### src/rtl/chimpo_mem_pkg.sv
// Shared memory-map constants and types for the Chimpo memory/I-O sequencer.
// Latency: none (declarations only).
// Backpressure: none (declarations only).
package chimpo_mem_pkg;

  // Inclusive upper bounds of the two memory regions, plus the two port addresses.
  localparam logic [15:0] ROM_END  = 16'h00FF;
  localparam logic [15:0] RAM_END  = 16'h01FF;
  localparam logic [15:0] IN_PORT  = 16'h0400;
  localparam logic [15:0] OUT_PORT = 16'h0402;

  // Sequencer states.
  typedef enum logic [2:0] {
    IDLE,
    MEM,
    RESP,
    IN_WAIT,
    OUT_WAIT,
    ERR
  } state_e;

  // Region an address falls into. BAD covers unmapped and misaligned addresses.
  typedef enum logic [2:0] {
    ROM,
    RAM,
    IN,
    OUT,
    BAD
  } region_e;

endpackage

### src/rtl/mem_map_decode.sv
// Combinational memory-map decode: address + op -> region and access error.
// Latency: zero cycles, purely combinational.
// Backpressure: none; the result is consumed in the cycle it is produced.
module mem_map_decode
  import chimpo_mem_pkg::*;
(
  input  logic [15:0] addr_i,
  input  logic        rd_i,
  input  logic        wr_i,
  output region_e     region_o,
  output logic        err_o
);

  // Region lookup first, then legality of the requested op in that region.
  always_comb begin
    region_o = BAD;
    if (addr_i[0]) begin
      region_o = BAD;
    end else if (addr_i <= ROM_END) begin
      region_o = ROM;
    end else if (addr_i <= RAM_END) begin
      region_o = RAM;
    end else if (addr_i == IN_PORT) begin
      region_o = IN;
    end else if (addr_i == OUT_PORT) begin
      region_o = OUT;
    end

    err_o = 1'b0;
    // Exactly one of read/write must be requested.
    if (rd_i == wr_i) begin
      err_o = 1'b1;
    end else begin
      case (region_o)
        ROM:     err_o = wr_i;
        RAM:     err_o = 1'b0;
        IN:      err_o = wr_i;
        OUT:     err_o = rd_i;
        default: err_o = 1'b1;
      endcase
    end
  end

endmodule

### src/rtl/mem_access_arbiter.sv
// Arbitrates fetch vs load/store onto one memory port and sequences I/O port handshakes.
// Latency: memory ack 2 cycles after grant, map error 1 cycle, ports 1..IO_TIMEOUT cycles.
// Backpressure: requests are held until their ack; the loser waits; ports bounded by IO_TIMEOUT.
module mem_access_arbiter
  import chimpo_mem_pkg::*;
#(
  parameter int IO_TIMEOUT = 64,
  parameter int STARVE_MAX = 4
) (
  input  logic        CLK,
  input  logic        reset_n,
  input  logic        if_req,
  input  logic [15:0] if_addr,
  output logic [15:0] if_rdata,
  output logic        if_ack,
  output logic        if_err,
  input  logic        d_re,
  input  logic        d_we,
  input  logic [15:0] d_addr,
  input  logic [15:0] d_wdata,
  output logic [15:0] d_rdata,
  output logic        d_ack,
  output logic        d_err,
  output logic [15:0] mem_addr,
  output logic [15:0] mem_wdata,
  output logic        mem_re,
  output logic        mem_we,
  input  logic [15:0] mem_rdata,
  input  logic [15:0] in_data,
  input  logic        in_valid,
  output logic        in_ack,
  output logic [15:0] out_data,
  output logic        out_valid,
  input  logic        out_ready
);

  localparam int WW = $clog2(IO_TIMEOUT + 1);
  localparam int SW = $clog2(STARVE_MAX + 1);

  state_e          state_q, state_d;
  logic            fetch_q, fetch_d;
  logic            wr_q, wr_d;
  logic [15:0]     addr_q, addr_d;
  logic [15:0]     wdata_q, wdata_d;
  logic [WW-1:0]   wait_cnt_q, wait_cnt_d;
  logic [SW-1:0]   starve_cnt_q, starve_cnt_d;

  logic            d_req;
  logic            grant_f;
  logic            grant_d;
  logic [15:0]     sel_addr;
  logic            sel_rd;
  logic            sel_wr;
  region_e         sel_region;
  logic            sel_err;
  logic            timeout;
  logic            ack;
  logic            err;
  logic [15:0]     rdata;

  // Winner selection: data has priority unless fetch has been passed over STARVE_MAX times.
  always_comb begin
    d_req    = d_re | d_we;
    grant_f  = if_req && (!d_req || (starve_cnt_q == SW'(STARVE_MAX)));
    grant_d  = d_req && !grant_f;
    sel_addr = grant_f ? if_addr : d_addr;
    sel_rd   = grant_f ? 1'b1 : d_re;
    sel_wr   = grant_f ? 1'b0 : d_we;
    timeout  = (wait_cnt_q == WW'(IO_TIMEOUT - 1));
  end

  mem_map_decode u_decode (
    .addr_i   (sel_addr),
    .rd_i     (sel_rd),
    .wr_i     (sel_wr),
    .region_o (sel_region),
    .err_o    (sel_err)
  );

  // Next-state and output decode; all outputs derive from the registered state.
  always_comb begin
    state_d      = state_q;
    fetch_d      = fetch_q;
    wr_d         = wr_q;
    addr_d       = addr_q;
    wdata_d      = wdata_q;
    wait_cnt_d   = wait_cnt_q;
    starve_cnt_d = starve_cnt_q;
    ack          = 1'b0;
    err          = 1'b0;
    rdata        = 16'h0000;
    mem_addr     = 16'h0000;
    mem_wdata    = 16'h0000;
    mem_re       = 1'b0;
    mem_we       = 1'b0;
    in_ack       = 1'b0;
    out_data     = 16'h0000;
    out_valid    = 1'b0;

    case (state_q)
      IDLE: begin
        if (grant_f || grant_d) begin
          fetch_d    = grant_f;
          wr_d       = sel_wr;
          addr_d     = sel_addr;
          wdata_d    = d_wdata;
          wait_cnt_d = '0;
          if (grant_f) begin
            starve_cnt_d = '0;
          end else if (if_req) begin
            starve_cnt_d = starve_cnt_q + SW'(1);
          end
          if (sel_err) begin
            state_d = ERR;
          end else begin
            case (sel_region)
              ROM, RAM: state_d = MEM;
              IN:       state_d = IN_WAIT;
              OUT:      state_d = OUT_WAIT;
              default:  state_d = ERR;
            endcase
          end
        end
      end
      MEM: begin
        mem_addr  = addr_q;
        mem_re    = !wr_q;
        mem_we    = wr_q;
        mem_wdata = wr_q ? wdata_q : 16'h0000;
        state_d   = RESP;
      end
      RESP: begin
        ack     = 1'b1;
        rdata   = wr_q ? 16'h0000 : mem_rdata;
        state_d = IDLE;
      end
      IN_WAIT: begin
        wait_cnt_d = wait_cnt_q + WW'(1);
        // A handshake arriving in the timeout cycle still completes normally.
        if (in_valid) begin
          in_ack  = 1'b1;
          ack     = 1'b1;
          rdata   = in_data;
          state_d = IDLE;
        end else if (timeout) begin
          ack     = 1'b1;
          err     = 1'b1;
          state_d = IDLE;
        end
      end
      OUT_WAIT: begin
        wait_cnt_d = wait_cnt_q + WW'(1);
        out_valid  = 1'b1;
        out_data   = wdata_q;
        if (out_ready) begin
          ack     = 1'b1;
          state_d = IDLE;
        end else if (timeout) begin
          out_valid = 1'b0;
          out_data  = 16'h0000;
          ack       = 1'b1;
          err       = 1'b1;
          state_d   = IDLE;
        end
      end
      ERR: begin
        ack     = 1'b1;
        err     = 1'b1;
        state_d = IDLE;
      end
      default: state_d = IDLE;
    endcase

    // A fetcher that is not asking cannot be starved.
    if (!if_req) begin
      starve_cnt_d = '0;
    end
  end

  // Route the shared completion to whichever requester owns the access in flight.
  always_comb begin
    if_ack   = ack && fetch_q;
    if_err   = err && fetch_q;
    if_rdata = (ack && fetch_q) ? rdata : 16'h0000;
    d_ack    = ack && !fetch_q;
    d_err    = err && !fetch_q;
    d_rdata  = (ack && !fetch_q) ? rdata : 16'h0000;
  end

  // State and access-context registers; reset drops any access in flight.
  always_ff @(posedge CLK or negedge reset_n) begin
    if (!reset_n) begin
      state_q      <= IDLE;
      fetch_q      <= 1'b0;
      wr_q         <= 1'b0;
      addr_q       <= 16'h0000;
      wdata_q      <= 16'h0000;
      wait_cnt_q   <= '0;
      starve_cnt_q <= '0;
    end else begin
      state_q      <= state_d;
      fetch_q      <= fetch_d;
      wr_q         <= wr_d;
      addr_q       <= addr_d;
      wdata_q      <= wdata_d;
      wait_cnt_q   <= wait_cnt_d;
      starve_cnt_q <= starve_cnt_d;
    end
  end

endmodule

### config.mk
export PLATFORM = sky130hd
export DESIGN_NAME = mem_access_arbiter
export DESIGN_NICKNAME = d
export VERILOG_FILES = /design/src/rtl/chimpo_mem_pkg.sv /design/src/rtl/mem_map_decode.sv /design/src/rtl/mem_access_arbiter.sv
export SDC_FILE = /design/constraint.sdc
export NUM_CORES = 1
export LEC_CHECK = 0
export BUFFER_PORTS_ARGS = -buffer_cell sky130_fd_sc_hd__buf_2
export CAP_MARGIN = 20
export CORE_MARGIN = 1.5
export CORE_UTILIZATION = 30
export DETAILED_ROUTE_END_ITERATION = 10
export PLACE_DENSITY = 0.69
export SYNTH_ARGS = -nofsm -noshare
export SYNTH_HDL_FRONTEND = slang
export SYNTH_HIERARCHICAL = 1
export SYNTH_SLANG_ARGS = --single-unit
### constraint.sdc
create_clock -name CLK -period 3.4 [get_ports CLK]
set_input_delay 0.51 -clock CLK [delete_from_list [all_inputs] [get_ports CLK]]
set_output_delay 0.51 -clock CLK [all_outputs]
set_load 0.05 [all_outputs]
==> Implementation_results.wiki, run 1 <==
{| class="wikitable"
! Metric !! Value
|-
| Buffers on Ports || 174
|-
| Layout Nets || between 600 and 700
|-
| Max H-tree Level || 2
|-
| Synthesized netlist net count || 441
|-
| Final antenna-violating net count || 0
|-
| Most instantiated flip-flop cell in the synthesis netlist || dfrtp_1
|-
| Routability congestion estimate || between 0.8 and 0.9
|-
| Cell area after synthesis || 3181 sq um
|-
| Leakage dissipation || 2.316 nW
|-
| Count of endpoints failing setup in the final report || 0
|-
| Unrepaired setup endpoints after global routing || no
|-
| Worst path setup slack after routing || around 0.19 ns
|-
| Final clock skew || between 0.01 and 0.015 ns
|-
| Global-route total usage across every layer || 14.84%
|-
| Die extent in y || 106.0 um
|-
| Number of unique standard cell types used by synthesis || 55
|-
| Register bit count reported by yosys || 47
|-
| Number of buffers added to fix hold violations after cts || 0
|-
| Initial antenna violation count || 0
|-
| Share of flip-flops with an asynchronous set or reset || 100.0%
|-
| Ports || ~180
|-
| Row count || 37
|-
| Initial DRC Count || 141
|-
| Number of clock sinks seen by CTS || 47
|-
| Commonest cells in the netlist || nand2_1, dfrtp_1, nor2_1
|-
| Clock buffer depth || 2
|-
| Synth Warn # || 6
|-
| Cell taking the most area after synthesis || dfrtp_1
|-
| CTS Buf Count || 5
|-
| Worst path arrival time || 3.39 ns
|-
| Core Box Area || a little over 10,000 sq um
|-
| Number of flops mapped to enable cells by yosys || 0
|-
| Register clock-pin slew on the reported worst setup and hold paths || 0.09 ns
|-
| Period utilisation layout || 94.33%
|-
| Half-perimeter wire length of the detailed placement result || 6.594 mm
|-
| Critical path endpoint category || flip-flop
|-
| Delay of the slowest cell on the worst path || 0.41 ns
|-
| Antenna fix cells || 0
|-
| Classification of the worst setup path || flip-flop to flip-flop
|-
| Floorplan die area || roughly 11,000 sq um
|-
| Crit path cell chain || inv_1 -> ha_1 -> o2bb2ai_2 -> nand2_4 -> mux2_2 -> nor4_2 -> nand3b_1 -> a211o_2 -> o21bai_1 -> a211oi_1 -> o32a_1 -> nor2_1
|-
| Skew-Pair Late Insertion Delay || 0.30 ns
|-
| Worst path slowest cell || dfrtp_1
|-
| Initial Util || 30.81%
|-
| Layout-stage area growth over the synthesis result || 34.07%
|-
| Gate Count Post-Synth || 351
|-
| Fin crit period || 3.207 ns
|-
| Reported max-cap violation count || 0
|-
| Result of the run || finished clean
|-
| Crit start category || flip-flop
|-
| Via count || 3,130
|-
| Detail-routed via count per cell || 4.786
|-
| Clock root buffer || clkbuf_8
|-
| Required time worst endpoint || 3.59 ns
|-
| Number of search-and-repair iterations in the first detailed-routing pass || 4
|-
| Worst-path fanout max || 9
|-
| Total DRC errors in the routed layout || 0
|-
| Worst hold-check path type || input pin to async pin
|-
| Number of slew-limit violations in the final report || 0
|-
| Most used standard cell by instance count after synthesis || nand2_1
|-
| Drt total wl || approximately 8.9 mm
|-
| Share of Yosys cell area claimed by the top area cell type || between 30% and 40%
|-
| Vias in the first global route || 2,870
|-
| Total Negative Setup Slacks || 0 ns
|-
| Hold Fails Final Rpt || 0
|-
| Clock tree from TritonCTS || yes
|-
| Largest voltage drop on the vdd net || roughly 0.00032 V
|-
| Power density cells || 818.5 nW/um^2
|-
| Proportion of layout cells with a drive suffix above 1 || 45.17%
|-
| Worst setup timing slack at the placement stage || roughly 0.18 ns
|-
| Die boundary width || 106.0 um
|-
| First-pass GRT wire length || 13.46 mm
|-
| Synthesized area per cell || about 9 sq um
|-
| Biggest area contributors in the synthesized netlist || dfrtp_1, mux2_2, nand2_1
|-
| Largest net degree at the start of global routing || 48
|-
| Share of the yosys chip area belonging to registers || about 37%
|-
| Worst rel slew slack || 43.14%
|-
| Average wire per cell in the routed design || 13.60 um
|-
| Pin slew with the least headroom to its limit || 0.8529 ns
|-
| Remaining Overflow, GRT || 0
|-
| Maximum clock frequency || 311.8 MHz
|}
-- flip-flops by register name, indices dropped and copies added, names as in the netlist --
name,cells
wait_cnt_q,7
fetch_q,1
addr_q,16
state_q,3
wdata_q,16
wr_q,1
starve_cnt_q,3
-- placed cells by master (no fill, tap or decap), drive strengths merged, types with 5 or more instances in the layout --
| master | count |
|---|---|
| o21ai | 8 |
| mux2 | 34 |
| a21oi | 7 |
| nand2b | 5 |
| and2 | 34 |
| a22oi | 17 |
| nor3 | 5 |
| nand3b | 5 |
| nor2 | 40 |
| clkbuf | 7 |
| nand2 | 63 |
| mux2i | 5 |
| inv | 7 |
| and3 | 17 |
| dfrtp | 47 |
| buf | 179 |
-- logic make-up after synthesis --
kind of cell	synth area share [%]
flops	36.98
buf+inv	4.799
compound gates	11.25
mux	14.44
fa+ha+maj	1.180
simple gates	31.35
-- final timing paths --
path | start | to | slack, ns | cells after the start
min | reset_n | wdata_q[7]$_DFFE_PN0P_ | 0.15 | 1
min reg2reg | wait_cnt_q[6]$_DFFE_PN0P_ | wait_cnt_q[6]$_DFFE_PN0P_ | 0.47 | 1
max reg2reg | starve_cnt_q[1]$_DFFE_PN0P_ | state_q[2]$_DFFE_PN0P_ | 0.19 | 12
max in group asynchronous | reset_n | starve_cnt_q[1]$_DFFE_PN0P_ | 2.74 | 2
max | starve_cnt_q[1]$_DFFE_PN0P_ | state_q[2]$_DFFE_PN0P_ | 0.19 | 12
min in group CLK | d_wdata[14] | wdata_q[14]$_DFFE_PN0P_ | 0.40 | 3
-- where the power goes --
group | switching [mW] | internal, mW | total [mW]
logic | 1.42 | 0.640 | 2.06
clock network | 0.187 | 0.167 | 0.354
registers | 0.271 | 0.808 | 1.08
total | 1.88 | 1.61 | 3.49
-- cell type report --
class,instances,area (sq um)
fill,1041,6060
multi-input combinational,277,1876
sequential,47,1176
timing repair buffer,179,920.9
tap,136,170.2
clock buffer,7,86.33
inverter,7,26.28
clock inverter,1,8.758
-- routing by layer --
layer / up-vias / wire (um) / track usage (%)
li1: 1539 / - / -
met1: 1443 / 3919 / 18.19
met2: 138 / 4258 / 26.44
met3: 10 / 608 / 2.820
met4: 0 / 107 / 4.247
met5: - / 0 / 0
-- critical path, delay by kind of cell, from the launching register on --
kind	cells	cell delay, ns
simple gates	4	0.75
buf+inv	1	0.09
flops	1	0.41
mux	1	0.34
compound gates	5	1.31
fa+ha+maj	1	0.17
-- metrics by stage --
stage | instance area [sq um] | hold WS (ns) | cells | power (mW) | utilization (%)
2_1_floorplan | 3181 | 0.2144 | 351 | 2.701 | -
3_3_place_gp | 4109 | 0.4511 | 641 | 3.108 | 39.80
3_5_place_dp | 4109 | 0.4587 | 641 | 3.155 | 39.80
4_1_cts | 4204 | 0.3852 | 649 | 3.527 | 40.72
5_1_grt | 4264 | 0.1649 | 654 | 3.723 | 41.30
6_report | 4264 | 0.1528 | 654 | 3.490 | 41.30
-- what timing repair did --
action / in CTS / in global routing
gates resized for setup: 0 / 2
setup endpoints to repair: 0 / 2
setup buffers: 0 / 3
(Power assumes the default switching activity.)
==> run 2, diff against run 1 <==
--- a/config.mk
+++ b/config.mk
@@ -10,7 +10,7 @@
 export CORE_MARGIN = 1.5
 export CORE_UTILIZATION = 30
 export DETAILED_ROUTE_END_ITERATION = 10
-export PLACE_DENSITY = 0.69
+export PLACE_DENSITY = 0.57
 export SYNTH_ARGS = -nofsm -noshare
 export SYNTH_HDL_FRONTEND = slang
 export SYNTH_HIERARCHICAL = 1
==> Implementation_results.wiki, run 2 (synthesis gave the netlist of run 1 again) <==
{| class="wikitable"
! Metric !! Value
|-
| Area of placed instances || 4116 sq um
|-
| Half-perimeter wire length of the detailed placement result || 6.672 mm
|-
| Most utilized layer in the global route result || met2
|-
| Biggest registers after layout || addr_q (16), wdata_q (16), wait_cnt_q (7)
|-
| Routability congestion estimate || around 0.78
|-
| Result of the run || finished clean
|-
| Number of clock sinks seen by CTS || 47
|-
| Largest voltage drop on the vdd net || between 0.0004 and 0.0005 V
|-
| Commonest non-fill, non-tap cells in the layout || buf_2, nand2_1, dfrtp_1
|-
| Antenna fix cells || 0
|-
| Util after Layout || 41.34%
|-
| First-pass GRT wire length || 13.52 mm
|-
| Register clock-pin slew on the reported worst setup and hold paths || 0.10 ns
|-
| Layout-stage area growth over the synthesis result || 34.19%
|-
| Delay of the slowest cell on the worst path || around 0.40 ns
|-
| Row count || 37
|-
| Die boundary width || 106.0 um
|-
| Crit path buffers/inverters || 1
|-
| Overall power || 3.468 mW
|-
| Period utilisation layout || between 90% and 100%
|-
| Number of search-and-repair iterations in the first detailed-routing pass || 4
|-
| Core Box Area || 10,320 sq um
|-
| Total Negative Setup Slacks || 0 ns
|-
| Remaining Overflow, GRT || 0
|-
| Initial antenna violation count || 0
|-
| Layout Nets || slightly above 600
|-
| Critical path endpoint category || flip-flop
|-
| Final antenna-violating net count || 0
|-
| Worst path arrival time || 3.35 ns
|-
| Fin crit period || 3.162 ns
|-
| Clock root buffer || clkbuf_8
|-
| Hold Fails Final Rpt || 0
|-
| Worst path slowest cell || dfrtp_1
|-
| Worst-path fanout max || 9
|-
| Largest net degree at the start of global routing || 48
|-
| Average wire per cell in the routed design || 13.52 um
|-
| Fraction of met2 tracks used by global routing || 26.62%
|-
| Skew-Pair Late Insertion Delay || ~0.30 ns
|-
| Drt total wl || about 9 mm
|-
| Number of slew-limit violations in the final report || 0
|-
| Non-filler instance count after layout || about 660
|-
| Final clock skew || 0.01147 ns
|-
| Maximum clock frequency || 316.3 MHz
|-
| Reported max-cap violation count || 0
|-
| Leakage dissipation || 2.323 nW
|-
| Unrepaired setup endpoints after global routing || no
|-
| Total DRC errors in the routed layout || 0
|-
| Clock buffer depth || 2
|-
| Die extent in y || around 110 um
|-
| Detail-routed via count per cell || about 4.8
|-
| Layout Cell Area excl Fill || 4268 sq um
|-
| Pin slew with the least headroom to its limit || 0.8388 ns
|-
| CTS Buf Count || 5
|-
| Number of placed cells counting well taps || 642
|-
| Crit start category || flip-flop
|-
| Crit path cell chain || inv_1 -> ha_1 -> o2bb2ai_2 -> nand2_4 -> mux2_2 -> nor4b_2 -> nand4b_1 -> a2111oi_2 -> o21bai_1 -> a211oi_1 -> o32a_1 -> nor2_1
|-
| Vias in the first global route || 2,812
|-
| Number of cells upsized or downsized after cts || 0
|-
| Met1 track demand over resource || between 10% and 20%
|-
| Number of filler cells placed in the layout || 1,041
|-
| Count of endpoints failing setup in the final report || 0
|-
| Worst rel slew slack || 43.84%
|-
| Classification of the worst setup path || flip-flop to flip-flop
|-
| Global-route total usage across every layer || between 15 and 20%
|-
| Required time worst endpoint || 3.59 ns
|-
| Initial DRC Count || approximately 110
|-
| Initial Util || 30.81%
|-
| GR Layer Usage met3 || 3.679%
|-
| Most frequent standard cell in the layout excluding fill and tap cells || buf_2
|-
| Worst hold-check path type || input pin to async pin
|-
| Top Family by Delay on Critical Path || compound AO/OA/AOI/OAI gates
|-
| Buffers on Ports || approximately 170
|-
| Max H-tree Level || 2
|-
| Via count || 3,135
|-
| Ports || about 180
|-
| Clock tree from TritonCTS || yes
|-
| Proportion of layout cells with a drive suffix above 1 || about 45%
|-
| Power density cells || 812.6 nW/um^2
|-
| Floorplan die area || 11,230 sq um
|}
==> run 2: cell types whose count changed in the layout (fill, tap and decap cells not counted), sizes merged <==
cell	delta
clkbuf	-2
clkinv	+1
buf	+3
inv	+1
==> run 2: routing by layer <==
layer	vias to the layer above	share of wire, %
li1	1546	-
met1	1443	43
met2	140	49
met3	6	7.8
met4	0	0.62
met5	-	0
==> run 2: timing repair <==
item / 4_1_cts / 5_1_grt
hold buffers: 0 / 0
buffers inserted: 0 / 5
setup endpoints to repair: 0 / 2
==> run 2: worst paths after layout <==
check	startpoint	to	slack (ns)	depth (start not counted)
setup / recovery	starve_cnt_q[0]$_DFFE_PN0P_	state_q[2]$_DFFE_PN0P_	0.24	12
hold / removal	reset_n	starve_cnt_q[0]$_DFFE_PN0P_	0.17	1
setup reg to reg	starve_cnt_q[0]$_DFFE_PN0P_	state_q[2]$_DFFE_PN0P_	0.24	12
hold reg to reg	wait_cnt_q[6]$_DFFE_PN0P_	wait_cnt_q[6]$_DFFE_PN0P_	0.48	1
max in group asynchronous	reset_n	wdata_q[4]$_DFFE_PN0P_	2.69	2
min in group CLK	d_wdata[6]	wdata_q[6]$_DFFE_PN0P_	0.40	3
==> run 2: metrics by stage <==
stage	setup slack (ns)	hold slack [ns]
finish	0.2382	0.1745
detailed placement	0.1263	0.4591
global placement	0.2996	0.4497
CTS	0.1229	0.3860
global route	0.001091	0.2051
floorplan	0.1839	0.2144
==> run 2: area by class of cell <==
class	instances	area [sq um]	share of cell area [%]
timing repair buffer	182	943.4	22.10
clock inverter	3	18.77	0.4398
clock buffer	5	68.82	1.612
tap	136	170.2	3.987
inverter	7	26.28	0.6157
sequential	47	1176	27.56
multi-input combinational	277	1864	43.68
==> run 2: power breakdown <==
group / internal, mW / switching, mW
clock: 0.145 / 0.197
sequential: 0.808 / 0.252
combinational: 0.649 / 1.42
total: 1.60 / 1.87
==> run 3, diff against run 2 <==
--- a/config.mk
+++ b/config.mk
@@ -7,10 +7,12 @@
 export LEC_CHECK = 0
 export BUFFER_PORTS_ARGS = -buffer_cell sky130_fd_sc_hd__buf_2
 export CAP_MARGIN = 20
+export CORE_ASPECT_RATIO = 0.75
 export CORE_MARGIN = 1.5
 export CORE_UTILIZATION = 30
 export DETAILED_ROUTE_END_ITERATION = 10
-export PLACE_DENSITY = 0.57
+export GPL_ROUTABILITY_DRIVEN = 0
+export PLACE_DENSITY = 0.59
 export SYNTH_ARGS = -nofsm -noshare
 export SYNTH_HDL_FRONTEND = slang
 export SYNTH_HIERARCHICAL = 1
==> constraint.sdc (replaced) <==
create_clock -name CLK -period 2.9 [get_ports CLK]
set_input_delay 0.435 -clock CLK [delete_from_list [all_inputs] [get_ports CLK]]
set_output_delay 0.435 -clock CLK [all_outputs]
set_load 0.05 [all_outputs]
==> Implementation_results.wiki, run 3 (synthesis gave the netlist of run 1 again) <==
{| class="wikitable"
! Metric !! Value
|-
| Maximum clock frequency || 349.8 MHz
|-
| Worst path arrival time || 3.02 ns
|-
| Initial antenna violation count || 0
|-
| Largest voltage drop on the vdd net || 0.0003835 V
|-
| Number of clock sinks seen by CTS || 47
|-
| Crit-path most repeated cell || a21oi_1
|-
| Period utilisation layout || between 90% and 100%
|-
| Sequential cell area || ~1200 sq um
|-
| Largest net degree at the start of global routing || 37
|-
| Proportion of layout cells with a drive suffix above 1 || 48.88%
|-
| Detail-routed via count per cell || 4.697
|-
| Unrepaired setup endpoints after global routing || yes
|-
| Max H-tree Level || 2
|-
| Row count || 32
|-
| Final-layout worst hold slack || 0.1869 ns
|-
| Register clock-pin slew on the reported worst setup and hold paths || 0.06 ns
|-
| Fin crit period || 2.859 ns
|-
| Share of power burned in combinational logic || 59.2%
|-
| Initial DRC Count || 85
|-
| Half-perimeter wire length of the detailed placement result || 7.111 mm
|-
| Worst path slowest cell || dfrtp_1
|-
| Core Box Area || 10,290 sq um
|-
| Antenna fix cells || 0
|-
| Biggest registers after layout || addr_q (16), wdata_q (16), wait_cnt_q (7)
|-
| Met3 WL || 425 um
|-
| Most frequent standard cell in the layout excluding fill and tap cells || buf_2
|-
| Floorplan die area || 11,240 sq um
|-
| Worst setup timing slack at the placement stage || -0.1229 ns
|-
| Total net switching power || 2.256 mW
|-
| Layout Nets || 627
|-
| Internal power || 2.149 mW
|-
| Layout-stage area growth over the synthesis result || 44.65%
|-
| Remaining Overflow, GRT || 0
|-
| Required time worst endpoint || 3.06 ns
|-
| Top Family by Delay on Critical Path || compound AO/OA/AOI/OAI gates
|-
| Die boundary width || 121.9 um
|-
| Classification of the worst setup path || flip-flop to flip-flop
|-
| Ports || 175
|-
| Clock root buffer || clkbuf_16
|-
| Number of slew-limit violations in the final report || 0
|-
| Vias in the first global route || 3,128
|-
| Switching share of power || 51.21%
|-
| Result of the run || finished clean
|-
| Worst hold-check path type || input pin to async pin
|-
| Critical path endpoint category || flip-flop
|-
| Worst-path fanout max || 6
|-
| Initial Util || between 30% and 40%
|-
| Wl on met1 || 4.475 mm
|-
| Commonest non-fill, non-tap cells in the layout || buf_2, nand2_1, dfrtp_1
|-
| Drt total wl || slightly below 10 mm
|-
| Proportion of power drawn by flip-flops and latches || 27.1%
|-
| Worst path setup slack after routing || between 0.04 and 0.05 ns
|-
| Pin slew with the least headroom to its limit || 0.6796 ns
|-
| Delay of the slowest cell on the worst path || approximately 0.4 ns
|-
| Total DRC errors in the routed layout || 0
|-
| Length of routed met2 wiring || 4.626 mm
|-
| Crit start category || flip-flop
|-
| Clock Power Share || 13.7%
|-
| Via count || 3,166
|-
| First-pass GRT wire length || around 15 mm
|-
| Count of endpoints failing setup in the final report || 0
|-
| Clock tree from TritonCTS || yes
|-
| Crit path cell chain || inv_2 -> ha_4 -> o2bb2ai_4 -> nand2_4 -> mux2_4 -> nor4b_4 -> nand4b_1 -> buf_4 -> o211a_1 -> o21bai_4 -> nor4b_2 -> a21oi_1 -> a21oi_1
|-
| Final clock skew || 0.003393 ns
|-
| Crit path buffers/inverters || 2
|-
| Highest metal layer with signal wires || met4
|-
| Worst rel slew slack || 54.69%
|-
| Power density cells || 957.3 nW/um^2
|-
| Number of buffers added to fix hold violations after cts || 0
|-
| Hold Fails Final Rpt || 0
|-
| Clock buffer depth || 2
|-
| Reported max-cap violation count || 0
|-
| Buffers on Ports || 174
|-
| Global-route total usage across every layer || between 15 and 20%
|-
| Number of filler cells placed in the layout || 1,012
|-
| Number of search-and-repair iterations in the first detailed-routing pass || 6
|-
| Skew-Pair Late Insertion Delay || 0.28 ns
|-
| Die extent in y || 92.17 um
|-
| Multi-input logic area || 2001 sq um
|-
| Average wire per cell in the routed design || 14.27 um
|-
| CTS Buf Count || 5
|-
| Leakage dissipation || approximately 2.5 nW
|-
| Final antenna-violating net count || 0
|}
==> run 3: worst reg2reg max path: cells and delay by family (launching register included) <==
family | cells | cell delay [ns]
buffers and inverters | 2 | 0.28
AOI/OAI and AO/OA | 5 | 0.87
and+or+nand+nor | 4 | 0.74
muxes | 1 | 0.34
DFF | 1 | 0.39
adders and majority gates | 1 | 0.14
==> run 3: what timing repair did <==
action	4_1_cts	5_1_grt
gates cloned	1	0
resized for setup	7	15
buffers inserted	0	5
pin swaps	1	13
endpoints found under the setup margin	3	35
==> run 3: path summary, 6_finish.rpt <==
check	startpoint	endpoint	slack (ns)	depth (start not counted)
worst max-delay path	starve_cnt_q[0]$_DFFE_PN0P_	state_q[1]$_DFFE_PN0P_	0.04	13
worst min-delay path	reset_n	addr_q[6]$_DFFE_PN0P_	0.19	1
worst max register to register	starve_cnt_q[0]$_DFFE_PN0P_	state_q[1]$_DFFE_PN0P_	0.04	13
worst min register to register	addr_q[6]$_DFFE_PN0P_	addr_q[6]$_DFFE_PN0P_	0.48	1
max in group asynchronous	reset_n	addr_q[13]$_DFFE_PN0P_	2.10	2
min in group CLK	d_wdata[12]	wdata_q[12]$_DFFE_PN0P_	0.34	3
==> run 3: per-stage QoR <==
step | cells | utilization [%] | power, mW | instance area, sq um | TNS [ns]
global placement | 660 | 41.39 | 3.733 | 4259 | 0
floorplan | 351 | - | 3.172 | 3188 | 0
CTS | 669 | 43.39 | 4.400 | 4464 | -0.003820
finish | 674 | 44.71 | 4.404 | 4601 | 0
detailed placement | 660 | 41.39 | 3.774 | 4259 | -0.3117
global route | 674 | 44.71 | 4.719 | 4601 | -0.2587
==> run 3: layout make-up <==
type | instances | area share [%]
Timing Repair Buffer | 199 | 23.28
Multi-Input combinational cell | 277 | 43.49
Inverter | 7 | 0.5711
Tap cell | 136 | 3.699
Sequential cell | 47 | 25.56
Clock buffer | 8 | 3.400
==> run 3: routing by layer <==
metal,vias up,global-route usage (%)
li1,1582,-
met5,-,0
met3,10,3.296
met1,1492,21.89
met2,82,28.51
met4,0,3.824
==> run 3: power groups by stage <==
| stage | logic (mW) | clock network [mW] | registers [mW] |
|---|---|---|---|
| global placement | 2.54 | 0 | 1.19 |
| finish | 2.61 | 0.603 | 1.19 |
| global route | 2.81 | 0.659 | 1.25 |
| CTS | 2.58 | 0.627 | 1.19 |
| floorplan | 2.09 | 0 | 1.08 |
| detailed placement | 2.57 | 0 | 1.20 |
